$ cat src/rtl/branch_issue_sched_pkg.sv
// Shared types and constants for the branch reservation station.
// ROB tags carry a spare MSB; only the low ROB_IDX_W bits take part in age/flush math.
package branch_issue_sched_pkg;

   localparam int ROB_TAG_W = 5;
   localparam int ROB_DEPTH = 16;
   localparam int ROB_IDX_W = $clog2(ROB_DEPTH);
   localparam int RS_PREG_W = 7;

   localparam logic [6:0] OPC_JALR   = 7'b1100111;
   localparam logic [6:0] OPC_BRANCH = 7'b1100011;
   localparam logic [2:0] F3_BNE     = 3'b001;

   typedef struct packed {
      logic [6:0]           opcode;
      logic [2:0]           func3;
      logic [31:0]          imm;
      logic [31:0]          pc;
      logic [RS_PREG_W-1:0] pd;
      logic [RS_PREG_W-1:0] ps1;
      logic [RS_PREG_W-1:0] ps2;
      logic                 ps1_ready;
      logic                 ps2_ready;
      logic [ROB_TAG_W-1:0] rob_index;
   } rs_data;

   // True when idx lies in the circular window [start, stop).
   function automatic logic flush_hit(input logic [ROB_IDX_W-1:0] idx,
                                      input logic [ROB_IDX_W-1:0] start,
                                      input logic [ROB_IDX_W-1:0] stop);
      logic [ROB_IDX_W-1:0] d_idx;
      logic [ROB_IDX_W-1:0] d_stop;
      d_idx  = idx - start;
      d_stop = stop - start;
      return d_idx < d_stop;
   endfunction

endpackage

$ cat src/rtl/branch_issue_sched_age_select.sv
// Oldest-ready picker: smallest (rob_index - rob_head) mod 16 among ready entries,
// lowest slot index on a tie.
module age_select
   import branch_issue_sched_pkg::*;
#(
   parameter int DEPTH = 4,
   localparam int IDX_W = $clog2(DEPTH)
) (
   input  logic [DEPTH-1:0]                valid_i,
   input  logic [DEPTH-1:0]                ready_i,
   input  logic [DEPTH-1:0][ROB_TAG_W-1:0] rob_index_i,
   input  logic [ROB_TAG_W-1:0]            rob_head_i,
   output logic                            sel_valid_o,
   output logic [IDX_W-1:0]                sel_idx_o
);

   logic                 found;
   logic [IDX_W-1:0]     best_idx;
   logic [ROB_IDX_W-1:0] best_age;
   logic [ROB_IDX_W-1:0] age;
   logic                 unused_tag_msbs;

   always_comb begin
      found    = 1'b0;
      best_idx = '0;
      best_age = '0;
      age      = '0;
      for (int i = 0; i < DEPTH; i++) begin
         age = rob_index_i[i][ROB_IDX_W-1:0] - rob_head_i[ROB_IDX_W-1:0];
         if (valid_i[i] && ready_i[i] && (!found || age < best_age)) begin
            found    = 1'b1;
            best_idx = IDX_W'(i);
            best_age = age;
         end
      end
   end

   always_comb begin
      unused_tag_msbs = rob_head_i[ROB_TAG_W-1];
      for (int i = 0; i < DEPTH; i++) begin
         unused_tag_msbs = unused_tag_msbs ^ rob_index_i[i][ROB_TAG_W-1];
      end
   end

   assign sel_valid_o = found;
   assign sel_idx_o   = best_idx;

endmodule

$ cat src/rtl/branch_issue_sched.sv
// Branch-unit reservation station: dispatch into the lowest free slot, tag wakeup
// (with dispatch-cycle bypass), oldest-ready issue and mispredict squash.
module branch_issue_sched
   import branch_issue_sched_pkg::*;
#(
   parameter int DEPTH  = 4,
   parameter int N_WB   = 3,
   parameter int PREG_W = RS_PREG_W
) (
   input  logic                         clk_i,
   input  logic                         reset_i,
   input  logic                         disp_valid_i,
   input  rs_data                       disp_data_i,
   output logic                         disp_ready_o,
   input  logic [N_WB-1:0]              wb_valid_i,
   input  logic [N_WB-1:0][PREG_W-1:0]  wb_tag_i,
   input  logic                         fu_b_ready_i,
   input  logic [ROB_TAG_W-1:0]         rob_head_i,
   input  logic [ROB_TAG_W-1:0]         curr_rob_tag_i,
   input  logic                         mispredict_i,
   input  logic [ROB_TAG_W-1:0]         mispredict_tag_i,
   output logic                         issued_o,
   output rs_data                       issue_data_o,
   output logic [$clog2(DEPTH):0]       occupancy_o
);

   localparam int IDX_W = $clog2(DEPTH);
   localparam int CNT_W = IDX_W + 1;

   logic [DEPTH-1:0] valid_q, valid_d;
   rs_data           data_q [DEPTH];
   rs_data           data_d [DEPTH];
   logic             issued_q;
   rs_data           issue_data_q;

   logic [DEPTH-1:0]                ready_vec;
   logic [DEPTH-1:0][ROB_TAG_W-1:0] rob_vec;
   logic                            sel_valid;
   logic [IDX_W-1:0]                sel_idx;
   logic                            issue_fire;
   logic [IDX_W-1:0]                free_idx;
   logic                            free_found;
   logic                            disp_fire;
   logic [CNT_W-1:0]                occ;
   logic [ROB_IDX_W-1:0]            flush_start;
   logic                            unused_tag_msbs;

   function automatic logic tag_hit(input logic [PREG_W-1:0] tag);
      logic hit;
      hit = 1'b0;
      for (int k = 0; k < N_WB; k++) begin
         if (wb_valid_i[k] && wb_tag_i[k] == tag) hit = 1'b1;
      end
      return hit;
   endfunction

   // Selection looks only at stored ready bits, so a wakeup costs one cycle.
   always_comb begin
      for (int i = 0; i < DEPTH; i++) begin
         ready_vec[i] = valid_q[i] && data_q[i].ps1_ready && data_q[i].ps2_ready;
         rob_vec[i]   = data_q[i].rob_index;
      end
   end

   age_select #(.DEPTH(DEPTH)) u_age_select (
      .valid_i     (valid_q),
      .ready_i     (ready_vec),
      .rob_index_i (rob_vec),
      .rob_head_i  (rob_head_i),
      .sel_valid_o (sel_valid),
      .sel_idx_o   (sel_idx)
   );

   always_comb begin
      free_idx   = '0;
      free_found = 1'b0;
      occ        = '0;
      for (int i = DEPTH - 1; i >= 0; i--) begin
         if (!valid_q[i]) begin
            free_idx   = IDX_W'(i);
            free_found = 1'b1;
         end
         occ = occ + CNT_W'(valid_q[i]);
      end
   end

   assign issue_fire   = sel_valid && fu_b_ready_i && !mispredict_i;
   assign disp_ready_o = free_found && !mispredict_i;
   assign disp_fire    = disp_valid_i && disp_ready_o;
   assign flush_start  = mispredict_tag_i[ROB_IDX_W-1:0] + 1'b1;

   always_comb begin
      valid_d = valid_q;
      for (int i = 0; i < DEPTH; i++) begin
         data_d[i]           = data_q[i];
         data_d[i].ps1_ready = data_q[i].ps1_ready | tag_hit(data_q[i].ps1);
         data_d[i].ps2_ready = data_q[i].ps2_ready | tag_hit(data_q[i].ps2);
         if (mispredict_i && flush_hit(data_q[i].rob_index[ROB_IDX_W-1:0], flush_start,
                                       curr_rob_tag_i[ROB_IDX_W-1:0])) begin
            valid_d[i] = 1'b0;
         end
         if (issue_fire && sel_idx == IDX_W'(i)) valid_d[i] = 1'b0;
      end
      if (disp_fire) begin
         valid_d[free_idx]           = 1'b1;
         data_d[free_idx]            = disp_data_i;
         data_d[free_idx].ps1_ready  = disp_data_i.ps1_ready | tag_hit(disp_data_i.ps1);
         data_d[free_idx].ps2_ready  = disp_data_i.ps2_ready | tag_hit(disp_data_i.ps2);
      end
   end

   always_ff @(posedge clk_i) begin
      if (!reset_i) begin
         valid_q      <= '0;
         issued_q     <= 1'b0;
         issue_data_q <= '0;
         for (int i = 0; i < DEPTH; i++) data_q[i] <= '0;
      end else begin
         valid_q  <= valid_d;
         issued_q <= issue_fire;
         if (issue_fire) issue_data_q <= data_q[sel_idx];
         for (int i = 0; i < DEPTH; i++) data_q[i] <= data_d[i];
      end
   end

   assign unused_tag_msbs = curr_rob_tag_i[ROB_TAG_W-1] ^ mispredict_tag_i[ROB_TAG_W-1];

   assign issued_o     = issued_q;
   assign issue_data_o = issue_data_q;
   assign occupancy_o  = occ;

endmodule

$ cat config.mk
export PLATFORM = sky130hd
export DESIGN_NAME = branch_issue_sched
export DESIGN_NICKNAME = d
export VERILOG_FILES = /design/src/rtl/branch_issue_sched_pkg.sv /design/src/rtl/branch_issue_sched_age_select.sv /design/src/rtl/branch_issue_sched.sv
export SDC_FILE = /design/constraint.sdc
export NUM_CORES = 1
export LEC_CHECK = 0
export CAP_MARGIN = 30
export CORE_MARGIN = 8
export CORE_UTILIZATION = 55
export CTS_BUF_LIST = sky130_fd_sc_hd__clkbuf_4
export CTS_CLUSTER_SIZE = 40
export DETAILED_ROUTE_END_ITERATION = 16
export DONT_BUFFER_PORTS = 1
export PLACE_DENSITY_LB_ADDON = 0.15
export SYNTH_ARGS = -nofsm -noshare
export SYNTH_HDL_FRONTEND = slang
export SYNTH_HIERARCHICAL = 1
export SYNTH_SLANG_ARGS = --single-unit
export TNS_END_PERCENT = 100
$ cat constraint.sdc
create_clock -name clk_i -period 10.5 [get_ports clk_i]
set_input_delay 3.15 -clock clk_i [delete_from_list [all_inputs] [get_ports clk_i]]
set_output_delay 3.15 -clock clk_i [all_outputs]
set_load 0.05 [all_outputs]
* Word level (Yosys, flattened, before mapping)
Memory sizes are Yosys's and may differ from the RTL's. A register that Yosys moved wholly into a read port is not among the register bits.
Index checks and enable logic that the tools add are counted.
** Storage, ports and cells
- Memories :: 1
- Flip-flop bits (word level) :: 5
- Bits in writable memories :: 408
** Memories
- data_q :: words 4, width 102, rd ports 5, clocked after memory_dff 1, write ports 4, RTL line branch_issue_sched.sv:31 : rs_data data_q [DEPTH];
** Operators by class
- Eq/ne operators :: 33
- Multiplexer cells :: 77
- Reduce and logical (&&, ||, !) cells :: 68
- Magnitude comparators :: 11
- Add/sub/neg operators :: 13
- Bitwise logic cells :: 16
** Operators by type and width (count)
- $bwmux 408 :: 3
- $demux 102 s2 :: 3
- $mux 102 :: 5
- $mux 408 :: 1
- $eq 7x7->1 :: 30
- $logic_and 1x1->1 :: 59
- $mux 1 :: 52
- $sub 4x4->4 :: 9
- $lt 4x4->1 :: 7
- $mux 4 :: 4
- $or 1x1->1 :: 14
- $mux 2 :: 6
- $mux 7 :: 1
- $mux 6 :: 1
- $logic_not 1->1 :: 5
- $add 4x1->4 const B :: 1
- $eq 2x2->1 const B :: 2
- $or 4x4->4 :: 1
- $add 2x1->3 :: 1
- $add 3x1->3 :: 1
- $ge 3x3->1 const B :: 1
- $logic_or 1x1->1 :: 3
- $lt 2x3->1 const B :: 1
- $lt 3x1->1 const B :: 1
- other kinds (6) :: 6

* Depth between registers and ports, before layout
An unclocked memory read counts as a cell.
- Word-level depth :: 23
- Depth in mapped cells :: 30

* Modules after synthesis
Netlist, hierarchy kept.
** Modules (own cells, without submodules)
- branch_issue_sched :: times used 1, cells an instance 2828, seq. area each 10309.9 sq um, area an instance 23497.5 sq um
- age_select :: times used 1, cells an instance 120, seq. area each 0.0 sq um, area an instance 972.2 sq um

* Worst setup path after synthesis
No wires, ideal clock.
- Path type :: in2reg
- Start point :: input port rob_head_i[1]
- End point :: register, netlist name issue_data_o[6]
- Library setup time :: 0.132 ns
- Arrival time :: 9.415 ns
- Stages :: 27
- Path slack :: 0.952 ns
- Required time :: 10.368 ns
- Path buffers :: 3
- Cell sequence :: inv_1 > ha_1 > nor2b_1 > o21a_1 > or4_1 > and2_1 > ha_1 > a21o_2 > a211o_1 > and2_4 > nor3b_1 > nor2_1 > ha_1 > nand4_1 > a41o_4 > o21a_4 > o31ai_1 > ha_1 > a2111o_1 > o221a_2 > o221ai_1 > buf_2 > buf_1 > clkbuf_1 > mux4_2 > nand2_1 > a21oi_1
** On the way
- Elaborated cells on any way between the ends :: 26
- Classes of those cells :: add/sub: 4; order compare: 3; mux: 9; reduce/logical: 10
** RTL lines
- from (decl) :: RTL line branch_issue_sched.sv:18 : input logic [ROB_TAG_W-1:0] rob_head_i,
- $sub 4x4->4 :: RTL line branch_issue_sched_age_select.sv:29 : age = rob_index_i[i][ROB_IDX_W-1:0] - rob_head_i[ROB_IDX_W-1:0];
- $mux 4 :: RTL line branch_issue_sched_age_select.sv:30 : if (valid_i[i] && ready_i[i] && (!found || age < best_age)) begin
- $lt 4x4->1 :: RTL line branch_issue_sched_age_select.sv:30
- $logic_or 1x1->1 :: RTL line branch_issue_sched_age_select.sv:30
- $logic_and 1x1->1 :: RTL line branch_issue_sched_age_select.sv:30
- $mux 4 / $mux 1 (equally long branches) :: RTL line branch_issue_sched_age_select.sv:30
- $lt 4x4->1 / $logic_not 1->1 (equally long branches) :: RTL line branch_issue_sched_age_select.sv:30
- $logic_or 1x1->1 :: RTL line branch_issue_sched_age_select.sv:30
- $logic_and 1x1->1 :: RTL line branch_issue_sched_age_select.sv:30
- $mux 4 / $mux 1 (equally long branches) :: RTL line branch_issue_sched_age_select.sv:30
- $lt 4x4->1 / $logic_not 1->1 (equally long branches) :: RTL line branch_issue_sched_age_select.sv:30
- $logic_or 1x1->1 :: RTL line branch_issue_sched_age_select.sv:30
- $logic_and 1x1->1 :: RTL line branch_issue_sched_age_select.sv:30
- $mux 2 (*) :: RTL line branch_issue_sched_age_select.sv:30
- via sel_idx[0] :: RTL line branch_issue_sched.sv:39 : logic [IDX_W-1:0] sel_idx;
The timed path passes the listed nets; every way through them passes the cells marked *.
A chain may end at the register's enable or synchronous reset.

* Final worst setup path
- Start point :: input port rob_head_i[1]
- End point :: register, netlist name issue_data_o[13]
** On the way
- Elaborated cells on any way between the ends :: 26
- Classes of those cells :: add/sub: 4; order compare: 3; mux: 9; reduce/logical: 10
** RTL lines (RTL line)
- $sub 4x4->4 :: branch_issue_sched_age_select.sv:29
- $mux 4 :: branch_issue_sched_age_select.sv:30
- $lt 4x4->1 :: branch_issue_sched_age_select.sv:30
- $logic_or 1x1->1 :: branch_issue_sched_age_select.sv:30
- $logic_and 1x1->1 :: branch_issue_sched_age_select.sv:30
- $mux 4 / $mux 1 (equally long branches) :: branch_issue_sched_age_select.sv:30
- $lt 4x4->1 / $logic_not 1->1 (equally long branches) :: branch_issue_sched_age_select.sv:30
- $logic_or 1x1->1 :: branch_issue_sched_age_select.sv:30
- $logic_and 1x1->1 :: branch_issue_sched_age_select.sv:30
- $mux 4 / $mux 1 (equally long branches) :: branch_issue_sched_age_select.sv:30
- $lt 4x4->1 / $logic_not 1->1 (equally long branches) :: branch_issue_sched_age_select.sv:30
- $logic_or 1x1->1 :: branch_issue_sched_age_select.sv:30
- $logic_and 1x1->1 :: branch_issue_sched_age_select.sv:30
- $mux 2 (*) :: branch_issue_sched_age_select.sv:30
- via sel_idx[0] :: branch_issue_sched.sv:39
Marked as above.

==> flow_metrics.env <==
export IMPL_die_area_um2=51500
export IMPL_via_count=20945
export IMPL_fin_tns_setup_ns=0
export IMPL_switching_share=0.250
export IMPL_min_period_over_period=0.847
export IMPL_cts_buffers=137
export IMPL_drt_wirelength_per_cell_um=20.8
export IMPL_hold_ws_ns=0.450
export IMPL_nFillCells=4009
export IMPL_combPwrFrac=0.078
export IMPL_timing_fmax_mhz=112
export IMPL_synth_edf_count=0
export IMPL_synth_flop_cell="dfxtp_1"
export IMPL_netlist_area_um2=24500
export IMPL_seqPwrFrac=0.497
export IMPL_r2r_setup_slack_ns=3.23
export IMPL_fin_util=0.599
export IMPL_status="finished, final reports clean"
export IMPL_synth_cells=2948
export IMPL_grt_pass1_wl_mm=115
export IMPL_p_clk_frac=0.426
export IMPL_max_cap_violations=0
export IMPL_post_route_min_period_ns=8.89
export IMPL_cp_slowest_cell="mux4_2"
export IMPL_path_clk_slew_ns=0.06
export IMPL_ios=253
export IMPL_cts_path_max_buffers=3
export IMPL_maxSlewHeadroom=0.221
export IMPL_cts_resized=0
export IMPL_ant_nets=0
export IMPL_detail_route_first_pass_iterations=5
export IMPL_hold_viol_final=0
export IMPL_drive_gt1_frac=0.122
export IMPL_drc=0
export IMPL_ir_drop_mv=0.121
export IMPL_slew_violations=0
export IMPL_grt_use_total=0.286
export IMPL_crit_path_max_incr_delay_ns=0.58
export IMPL_synth_async_reset_ratio=0
export IMPL_p_int_mw=3.04
export IMPL_cts_tree="yes"
export IMPL_coreArea_um2=44000
export IMPL_cts_hold_buf=0
export IMPL_totalWireLength_mm=74.2
export IMPL_crit_type="input port to register"
export IMPL_postCtsSetupBuffers=0
export IMPL_p_leak_nw=8.73
export IMPL_die_w_um=227
export IMPL_area_growth_pct=7.79
export IMPL_clock_latency_ns=0.97
export IMPL_grt_antenna_before_repair=2
export IMPL_critPathTopFamily="compound AO/OA/AOI/OAI gates"
export IMPL_nets=3090
export IMPL_cts_htree_levels=4
export IMPL_rsz0062_at_grt="no"
export IMPL_worstPathMaxFanout=12
export IMPL_grt_pass1_vias=20784
export IMPL_p_per_area_nw_per_um2=153
export IMPL_end_kind="register"
export IMPL_dpl_hpwl_mm=44.6
export IMPL_rows=77
export IMPL_dieHeight_um=227
export IMPL_min_path_type="register to register"
export IMPL_syn_area_per_cell_um2=8.30
export IMPL_grt_start_max_net_pins=232
export IMPL_fin_worst_skew_ns=0.0393
export IMPL_syn_nets=3149
export IMPL_setup_viol_count_final=0
export IMPL_initial_core_util=0.556
export IMPL_cpMostUsedCell="ha_1"
export IMPL_power_switching_mw=1.01
export IMPL_cts_root_buf="clkbuf_4"
export IMPL_worst_pin_slew_ns=1.17
export IMPL_arrival_ns=9.67
export IMPL_cts_sinks=515
export IMPL_gr_total_overflow=0
export IMPL_seq_area_frac_synth=0.421
export IMPL_viasPerCell=5.87
export IMPL_yosysWarnings=6
export IMPL_drtIter0Drc=1742
export IMPL_gp_congestion=0.916
export IMPL_synth_cell_types=59
export IMPL_synth_seq_cells=515
export IMPL_cp_num_buf_inv=3
export IMPL_io_buffers=0
export IMPL_cp_data_required_time_ns=11.27
export IMPL_cp_start_kind="input port"
==> path summary, 6_finish.rpt <==
| check | from | to | cells past startpoint |
|---|---|---|---|
| setup / recovery | rob_head_i[1] | issue_data_o[13] | 26 |
| setup reg to reg | valid_q[0] | issue_data_o[13] | 24 |
| hold reg to reg | register | register | 2 |
| hold / removal | register | register | 2 |
==> cells by family after synthesis <==
logic type                 Yosys count  synth area share
AOI/OAI and AO/OA                  594             0.131
xor gates and xnor gates           230            0.0823
adders and majority gates           55            0.0306
buffers and inverters              274            0.0460
DFF                                515             0.421
muxes                              107            0.0962
and+or+nand+nor                   1173             0.192
==> cell usage in the layout, fill, tap and decap left out, types with 19 or more instances in the layout <==
cell type	count
a21oi_1	519
buf_4	22
clkbuf_4	194
dfxtp_1	515
ha_1	47
inv_1	41
mux4_2	102
nand2_1	1014
nand4_1	45
nor2_1	41
nor4_1	19
xnor2_1	173
xor2_1	57
==> worst reg2reg max path: cells and delay by family (launching register included) <==
| family | cells | cell delay, ns |
|---|---|---|
| multiplexers | 1 | 0.59 |
| flip-flops | 1 | 0.63 |
| AND/OR/NAND/NOR | 9 | 2.09 |
| AO/OA/AOI/OAI | 9 | 2.42 |
| adder cells (fa/ha/maj) | 3 | 0.90 |
| buffers and inverters | 2 | 0.45 |
==> Yosys cell counts, types with 2 or more instances <==
cell,instances,area [um^2]
or3_1,4,25.0
fa_1,8,160
xnor2_1,173,1520
a2111o_1,4,45.0
ha_1,47,588
a41o_1,8,80.1
a21boi_0,7,52.6
a21oi_1,519,2600
dfxtp_1,515,10300
xor2_1,57,499
a32oi_1,2,17.5
nor3b_1,3,22.5
clkbuf_1,158,593
a21o_1,7,52.6
nor3_1,7,35.0
buf_1,16,60.1
buf_2,54,270
nand3_1,6,30.0
o31ai_1,3,22.5
a211oi_1,8,60.1
nor2_1,43,161
nor2b_1,8,50.1
nand3b_1,3,22.5
buf_6,4,45.0
nand2b_1,8,50.1
mux2i_1,3,30.0
nand4_1,45,282
nor4_1,19,119
and3b_1,2,17.5
nand2_1,1014,3810
inv_1,41,154
o21ai_0,11,55.1
o21a_1,3,22.5
and3_1,5,31.3
mux4_2,102,2300
o221ai_1,6,52.6
a31oi_1,3,18.8
==> power by group through the flow <==
| stage | logic (mW) | clock network, mW | registers (mW) |
|---|---|---|---|
| global placement | 0.300 | 0 | 2.05 |
| detailed placement | 0.309 | 0 | 2.05 |
| global route | 0.348 | 1.87 | 2.01 |
| finish | 0.314 | 1.72 | 2.01 |
| CTS | 0.310 | 1.77 | 2.01 |
| floorplan | 0.274 | 0 | 2.04 |
==> final cells by class <==
cell class                 instances  area [um^2]  share of cell area
clock inverter                    25          180             0.00683
sequential                       515        10300               0.391
timing repair buffer              34          405              0.0154
tap                              592          741              0.0281
antenna                            6         15.0            0.000569
inverter                          42          165             0.00626
multi-input combinational       2159        13100               0.497
clock buffer                     194         1460              0.0552
==> per-stage QoR <==
step / cell area (um^2) / setup WS (ns) / total power [mW] / instances
after floorplan: 24500 / 0.952 / 2.32 / 2948
after global placement: 24700 / 0.757 / 2.35 / 3339
after detailed placement: 24700 / 0.716 / 2.36 / 3341
after CTS: 26300 / 1.77 / 4.09 / 3560
after global routing: 26400 / 1.40 / 4.23 / 3564
final: 26400 / 1.61 / 4.05 / 3567
==> per-layer routing <==
layer | part of all wire | GRT usage | up-vias
met5 | 0 | 0 | -
met4 | 0.036 | 0.132 | 0
met3 | 0.10 | 0.0913 | 191
met2 | 0.47 | 0.457 | 882
met1 | 0.40 | 0.349 | 10038
li1 | - | - | 9834
(Power assumes the default switching activity.)
